--- src/rtl/mem_access_pkg.sv ---
// Shared types and constants for the memory-stage bus sequencer.
package mem_access_pkg;

  typedef enum logic [1:0] {
    MSIZE1 = 2'd0,
    MSIZE2 = 2'd1,
    MSIZE4 = 2'd2,
    MSIZE8 = 2'd3
  } msize_t;

  typedef enum logic [1:0] {
    StIdle,
    StReq,
    StData,
    StHold
  } mem_state_t;

  localparam int unsigned STROBE_W = 8;

endpackage

--- src/rtl/mem_access_if.sv ---
// Data bus request/response bundle between the sequencer (master) and memory (slave).
interface mem_access_if #(
  parameter int unsigned ADDR_W = 64,
  parameter int unsigned DATA_W = 64
);
  import mem_access_pkg::*;

  logic                dreq_valid;
  logic [ADDR_W-1:0]   dreq_addr;
  msize_t              dreq_size;
  logic [STROBE_W-1:0] dreq_strobe;
  logic [DATA_W-1:0]   dreq_data;
  logic                dresp_addr_ok;
  logic                dresp_data_ok;
  logic [DATA_W-1:0]   dresp_data;

  modport master (
    output dreq_valid, dreq_addr, dreq_size, dreq_strobe, dreq_data,
    input  dresp_addr_ok, dresp_data_ok, dresp_data
  );

  modport slave (
    input  dreq_valid, dreq_addr, dreq_size, dreq_strobe, dreq_data,
    output dresp_addr_ok, dresp_data_ok, dresp_data
  );

endinterface

--- src/rtl/mem_strobe_gen.sv ---
// Byte-strobe, lane-shifted store data and misalignment decode for one access.
module mem_strobe_gen
  import mem_access_pkg::*;
#(
  parameter int unsigned DATA_W = 64
) (
  input  logic [2:0]          addr_lo,
  input  msize_t              msize,
  input  logic                is_store,
  input  logic [DATA_W-1:0]   wdata,
  output logic [STROBE_W-1:0] strobe,
  output logic [DATA_W-1:0]   wdata_shifted,
  output logic                misalign
);

  logic [2:0]          lane;
  logic [STROBE_W-1:0] strobe_base;

  always_comb begin
    lane        = 3'd0;
    strobe_base = 8'h00;
    misalign    = 1'b0;
    unique case (msize)
      MSIZE1: begin
        lane        = addr_lo;
        strobe_base = 8'h01;
      end
      MSIZE2: begin
        lane        = {addr_lo[2:1], 1'b0};
        strobe_base = 8'h03;
        misalign    = addr_lo[0];
      end
      MSIZE4: begin
        lane        = {addr_lo[2], 2'b00};
        strobe_base = 8'h0F;
        misalign    = |addr_lo[1:0];
      end
      MSIZE8: begin
        lane        = 3'd0;
        strobe_base = 8'hFF;
        misalign    = |addr_lo;
      end
      default: ;
    endcase
    // Loads drive zero on both so the bus never sees stale write lanes.
    strobe        = is_store ? (strobe_base << lane) : '0;
    wdata_shifted = is_store ? (wdata << {lane, 3'b000}) : '0;
  end

endmodule

--- src/rtl/mem_access.sv ---
// Memory-stage bus sequencer: issues one dbus access per load/store and holds the
// captured response for the load-data extractor until the pipeline acknowledges it.
module mem_access
  import mem_access_pkg::*;
#(
  parameter int unsigned ADDR_W = 64,
  parameter int unsigned DATA_W = 64
) (
  input  logic              clk,
  input  logic              reset,
  input  logic              in_valid,
  input  logic              in_load,
  input  logic              in_store,
  input  logic [ADDR_W-1:0] in_addr,
  input  msize_t            in_msize,
  input  logic [DATA_W-1:0] in_wdata,
  input  logic              in_ack,
  mem_access_if.master      dbus,
  output logic [DATA_W-1:0] raw_rdata,
  output logic [2:0]        lane_addr,
  output msize_t            lane_msize,
  output logic              done,
  output logic              misalign,
  output logic              stall
);

  mem_state_t state_q, state_d;

  logic [ADDR_W-4:0]   addr_hi_q;
  msize_t              size_q;
  logic [STROBE_W-1:0] strobe_q;
  logic [DATA_W-1:0]   wdata_q;
  logic                is_load_q;
  logic [2:0]          lane_addr_q;
  logic [DATA_W-1:0]   raw_rdata_q;
  logic                misalign_q;

  logic                mem_op;
  logic [STROBE_W-1:0] gen_strobe;
  logic [DATA_W-1:0]   gen_wdata;
  logic                gen_misalign;

  assign mem_op = in_valid & (in_load | in_store);

  mem_strobe_gen #(
    .DATA_W (DATA_W)
  ) u_strobe_gen (
    .addr_lo       (in_addr[2:0]),
    .msize         (in_msize),
    .is_store      (in_store),
    .wdata         (in_wdata),
    .strobe        (gen_strobe),
    .wdata_shifted (gen_wdata),
    .misalign      (gen_misalign)
  );

  always_ff @(posedge clk) begin
    if (reset) begin
      state_q <= StIdle;
    end else begin
      state_q <= state_d;
    end
  end

  always_comb begin
    state_d = state_q;
    unique case (state_q)
      StIdle: if (mem_op) state_d = gen_misalign ? StHold : StReq;
      StReq: begin
        if (dbus.dresp_addr_ok) state_d = dbus.dresp_data_ok ? StHold : StData;
      end
      StData: if (dbus.dresp_data_ok) state_d = StHold;
      StHold: if (in_ack) state_d = StIdle;
      default: state_d = StIdle;
    endcase
  end

  always_comb begin
    dbus.dreq_valid = (state_q == StReq);
    done            = (state_q == StHold);
    stall           = mem_op & (state_q != StHold);
  end

  // Request fields only load in IDLE, so they stay stable through REQ/DATA.
  always_ff @(posedge clk) begin
    if (reset) begin
      addr_hi_q   <= '0;
      size_q      <= MSIZE1;
      strobe_q    <= '0;
      wdata_q     <= '0;
      is_load_q   <= 1'b0;
      lane_addr_q <= 3'd0;
      raw_rdata_q <= '0;
      misalign_q  <= 1'b0;
    end else begin
      unique case (state_q)
        StIdle: begin
          if (mem_op) begin
            addr_hi_q   <= in_addr[ADDR_W-1:3];
            size_q      <= in_msize;
            strobe_q    <= gen_strobe;
            wdata_q     <= gen_wdata;
            is_load_q   <= in_load;
            lane_addr_q <= in_addr[2:0];
            misalign_q  <= gen_misalign;
          end
        end
        StReq: begin
          if (dbus.dresp_addr_ok && dbus.dresp_data_ok && is_load_q) begin
            raw_rdata_q <= dbus.dresp_data;
          end
        end
        StData: begin
          if (dbus.dresp_data_ok && is_load_q) raw_rdata_q <= dbus.dresp_data;
        end
        StHold: begin
          if (in_ack) misalign_q <= 1'b0;
        end
        default: ;
      endcase
    end
  end

  assign dbus.dreq_addr   = {addr_hi_q, 3'b000};
  assign dbus.dreq_size   = size_q;
  assign dbus.dreq_strobe = strobe_q;
  assign dbus.dreq_data   = wdata_q;

  assign raw_rdata  = raw_rdata_q;
  assign lane_addr  = lane_addr_q;
  assign lane_msize = size_q;
  assign misalign   = misalign_q;

endmodule
--- src/flat_wrapper.sv ---
// flat-port wrapper written by rule: the top's interface ports become plain ports
module mem_access_flat import mem_access_pkg::*;
#(
  parameter int unsigned ADDR_W = 64,
  parameter int unsigned DATA_W = 64
)
  (clk, reset, in_valid, in_load, in_store, in_addr, in_msize, in_wdata, in_ack, raw_rdata, lane_addr, lane_msize, done, misalign, stall, dbus_dreq_valid, dbus_dreq_addr, dbus_dreq_size, dbus_dreq_strobe, dbus_dreq_data, dbus_dresp_addr_ok, dbus_dresp_data_ok, dbus_dresp_data);
  mem_access_if #(.ADDR_W(ADDR_W), .DATA_W(DATA_W)) dbus_i ();
  input  logic clk;
  input  logic reset;
  input  logic in_valid;
  input  logic in_load;
  input  logic in_store;
  input  logic [ADDR_W-1:0] in_addr;
  input  msize_t in_msize;
  input  logic [DATA_W-1:0] in_wdata;
  input  logic in_ack;
  output logic [DATA_W-1:0] raw_rdata;
  output logic [2:0] lane_addr;
  output msize_t lane_msize;
  output logic done;
  output logic misalign;
  output logic stall;
  output wire logic [$bits(dbus_i.dreq_valid)-1:0] dbus_dreq_valid;
  output wire logic [$bits(dbus_i.dreq_addr)-1:0] dbus_dreq_addr;
  output wire logic [$bits(dbus_i.dreq_size)-1:0] dbus_dreq_size;
  output wire logic [$bits(dbus_i.dreq_strobe)-1:0] dbus_dreq_strobe;
  output wire logic [$bits(dbus_i.dreq_data)-1:0] dbus_dreq_data;
  input wire logic [$bits(dbus_i.dresp_addr_ok)-1:0] dbus_dresp_addr_ok;
  input wire logic [$bits(dbus_i.dresp_data_ok)-1:0] dbus_dresp_data_ok;
  input wire logic [$bits(dbus_i.dresp_data)-1:0] dbus_dresp_data;
  assign dbus_dreq_valid = dbus_i.dreq_valid;
  assign dbus_dreq_addr = dbus_i.dreq_addr;
  assign dbus_dreq_size = dbus_i.dreq_size;
  assign dbus_dreq_strobe = dbus_i.dreq_strobe;
  assign dbus_dreq_data = dbus_i.dreq_data;
  assign dbus_i.dresp_addr_ok = dbus_dresp_addr_ok;
  assign dbus_i.dresp_data_ok = dbus_dresp_data_ok;
  assign dbus_i.dresp_data = dbus_dresp_data;
  mem_access #(.ADDR_W(ADDR_W), .DATA_W(DATA_W)) u_core (.clk(clk), .reset(reset), .in_valid(in_valid), .in_load(in_load), .in_store(in_store), .in_addr(in_addr), .in_msize(in_msize), .in_wdata(in_wdata), .in_ack(in_ack), .dbus(dbus_i), .raw_rdata(raw_rdata), .lane_addr(lane_addr), .lane_msize(lane_msize), .done(done), .misalign(misalign), .stall(stall));
endmodule
--- config.mk ---
export PLATFORM = sky130hd
export DESIGN_NAME = mem_access_flat
export DESIGN_NICKNAME = d
export VERILOG_FILES = /design/src/rtl/mem_access_pkg.sv /design/src/rtl/mem_access_if.sv /design/src/rtl/mem_strobe_gen.sv /design/src/rtl/mem_access.sv /design/src/flat_wrapper.sv
export SDC_FILE = /design/constraint.sdc
export NUM_CORES = 1
export LEC_CHECK = 0
export BUFFER_PORTS_ARGS = -buffer_cell sky130_fd_sc_hd__buf_2
export CORE_MARGIN = 5
export CORE_UTILIZATION = 40
export CTS_BUF_LIST = sky130_fd_sc_hd__clkbuf_4 sky130_fd_sc_hd__clkbuf_8
export CTS_CLUSTER_SIZE = 20
export DETAILED_ROUTE_END_ITERATION = 8
export GPL_TIMING_DRIVEN = 0
export PLACE_DENSITY = 0.7
export SYNTH_ARGS = -nofsm -noshare
export SYNTH_HDL_FRONTEND = slang
export SYNTH_SLANG_ARGS = --single-unit
--- constraint.sdc ---
create_clock -name clk -period 3.75 [get_ports clk]
set_input_delay 0.5625 -clock clk [delete_from_list [all_inputs] [get_ports clk]]
set_output_delay 0.5625 -clock clk [all_outputs]
set_load 0.02 [all_outputs]
==> flow_summary_export.csv <==
group,metric,value,unit
clock_network,cts_buffers,38,
final_layout,area_delta_synth_final,34.58,%
final_layout,instances_no_fill,1816,
placement,place_ws,0.7767,ns
setup_path,critical_path_class,"reg2reg",
clock_network,tritoncts,"built",
logic_synthesis,synth_area_leaders,"dfxtp_1 46%, nand2_1 9.7%, mux2i_1 9.3%",
logic_synthesis,synth-seq-cells,206,
clock_network,cts_resized,0,
logic_synthesis,synth-edff-count,0,
logic_synthesis,synth_common_cells,"229 x nand2_1, 206 x dfxtp_1, 117 x a21oi_1, 111 x nor2_1, 83 x mux2i_1",
die,start_util,0.4066,
placement,io_buffers,406,
sta,period_share,0.7502,
clock_network,h-tree-depth,2,
die,fp.dieW,159.2,um
logic_synthesis,synth_top_area_cell,"dfxtp_1",
die,die_y,159.2,um
global_routing,grt-ovfl-total,0,
logic_synthesis,synth_top_area_frac,0.4634,
clock_network,clockRootBuffer,"clkbuf_8",
clock_network,postCtsHoldBufs,0,
sta,fin_skew,0.02195,ns
logic_synthesis,ys_types,55,
final_layout,drive_gt1_frac,0.3318,
logic_synthesis,synth-main-ff-cell,"dfxtp_1",
min_path,hold_path.class,"in2reg",
global_routing,grt-busiest-layer,"met2",
setup_path,start_kind,"flip-flop",
power,vdd.ir_drop.worst,563.8,uV
global_routing,grt_max_degree,11,
clock_network,cts.sinks,206,
global_routing,antenna_found_initial,10,
logic_synthesis,yosys_warnings,0,
final_layout,multi_input_area,4353,um^2
global_routing,grt_pass1_wl,56.24,mm
placement,hpwl,29.10,mm
setup_path,crit_chain,"inv_1, ha_1, buf_2, o211ai_1, clkbuf_1, buf_1, nand2_1, a21oi_1",
logic_synthesis,synth.most_common_cell,"nand2_1",
sta,tns,0,ns
global_routing,grtUsageTotal,0.2749,
route,routed_via_density,5.487,
final_layout,nFillCells,2113,
power,power_density,647.7,nW/um^2
sta,hold_viol_final,0,
logic_synthesis,synthArstFlopShare,0,
setup_path,reg2reg_slack,0.94,ns
logic_synthesis,synthCells,1064,
sta,tightest_slew,1.244,ns
sta,finalMaxSlewViolations,0,
die,dieArea,25330,um^2
global_routing,grtUsageMet2,0.4578,
logic_synthesis,yosysSeqAreaShare,0.4634,
sta,fin_hold_ws,0.2536,ns
sta,setup_ws,0.9366,ns
route,drt_iter0_drc,776,
die,core,21890,um^2
sta,max-slew-margin-rel,0.1671,
placement,dp.cells,1752,
clock_network,clock_path_buffers,3,
route,firstDrtPassIters,6,
logic_synthesis,syn_avg_cell_area,8.364,um^2
die,rows,54,
route,vias,9964,
final_layout,final_net_count,1718,
setup_path,cp.required,4.20,ns
status,outcome,"finished, final reports clean",
sta,max_freq,355.4,MHz
placement,place.gp.congestion,0.9633,
setup_path,crit_fanout,10,
sta,rsz0062_at_grt,"no",
setup_path,slowest_stage,"o211ai_1",
setup_path,critPathArrivalTime,3.26,ns
sta,setup_viol,0,
route,ant_nets,0,
global_routing,grt_pass1_vias,9762,
clock_network,post-cts-setup-buffers,0,
clock_network,clkSlewWorstSetupHoldPaths,0.06,ns
route,drc,0,
global_routing,use_met3,0.09190,
power,p_leak,0.005948,uW
clock_network,clock_latency,0.54,ns
die,io-pin-count,413,
sta,period_needed,2.813,ns
logic_synthesis,syn_area,8900,um^2
route,wl_per_cell,20.56,um
setup_path,endpoint_kind,"flip-flop",
route,routed_wl,37.33,mm
run,cap_violations,0,
final_layout,regArea,4124,um^2
setup_path,cp_slowest_stage_delay,0.57,ns
global_routing,grtUsageMet1,0.3262,
[logic make-up (layout without fill, tap and decap cells)]
kind of cell,Yosys count,count (layout),synth area share
buf+inv,98,563,0.04836
mux,87,87,0.1009
compound gates,293,293,0.2126
flops,206,206,0.4634
other cells,1,8,0.0004214
simple gates,375,375,0.1687
fa+ha+maj,4,4,0.005624
[registers in the layout, indices dropped and copies added, names as in the netlist]
register	flops
u_core.lane_addr	3
u_core.dbus.dreq_strobe	8
u_core.is_load_q	1
u_core.dbus.dreq_size	2
u_core.addr_hi_q	61
u_core.misalign	1
u_core.raw_rdata	64
u_core.dbus.dreq_data	64
u_core.state_q	2
[path summary, 6_finish.rpt]
check,from,endpoint,cells past startpoint
worst max-delay path,u_core.state_q[1],u_core.dbus.dreq_strobe[5],8
worst min-delay path,dbus_dresp_data[0],u_core.raw_rdata[0],3
worst max register to register,u_core.state_q[1],u_core.dbus.dreq_strobe[5],8
worst min register to register,u_core.dbus.dreq_data[51],u_core.dbus.dreq_data[51],2
[through the flow]
stage / power [uW] / util / instance area, um^2
after floorplan: 4775 / - / 8907
after global placement: 5742 / 0.5157 / 11290
after detailed placement: 5793 / 0.5157 / 11290
after CTS: 7797 / 0.5466 / 11970
after global routing: 8172 / 0.5470 / 11980
final: 7758 / 0.5472 / 11980
[report_power, final]
part	internal (uW)	switching (uW)	leakage (uW)
logic	1060	1880	0.00391
registers	2610	212	0.00168
clock network	1070	926	0.000356
[critical path, delay by kind of cell, from the launching register on]
family	cells	cell delay, ns
buffers and inverters	4	1.29
adders and majority gates	1	0.22
DFF	1	0.41
and+or+nand+nor	1	0.10
AOI/OAI and AO/OA	2	0.71
[placed cells by master, fill, tap and decap left out, drive strengths merged, types with 4 or more instances in the layout]
cell       n
a221o     10
a22oi     69
and3       9
nor2b      6
a2111oi    6
o31ai      5
mux2i     83
diode      5
a221oi     5
a21oi    117
nor3       6
o21ai     28
buf      448
clkbuf   102
nor2     113
clkinv     5
a2bb2oi    9
dfxtp    206
a211oi    11
o22ai     12
nand2    229
inv        5
ha         4
[layer usage]
layer / part of all wire / up-vias
met3: 0.11 / 111
met5: 0.0016 / -
met2: 0.47 / 546
li1: - / 4628
met1: 0.38 / 4667
met4: 0.042 / 12
[cell type report]
type	count	share of cell area
repair buffers	406	0.1696
inverters	4	0.001254
plain buffers	94	0.03468
multi-input cells	762	0.3634
well taps	280	0.02925
clock buffers	50	0.05171
clock inverters	9	0.004701
flip-flops and latches	206	0.3443
diodes	5	0.001045
Power figures use the tool's default switching activity.
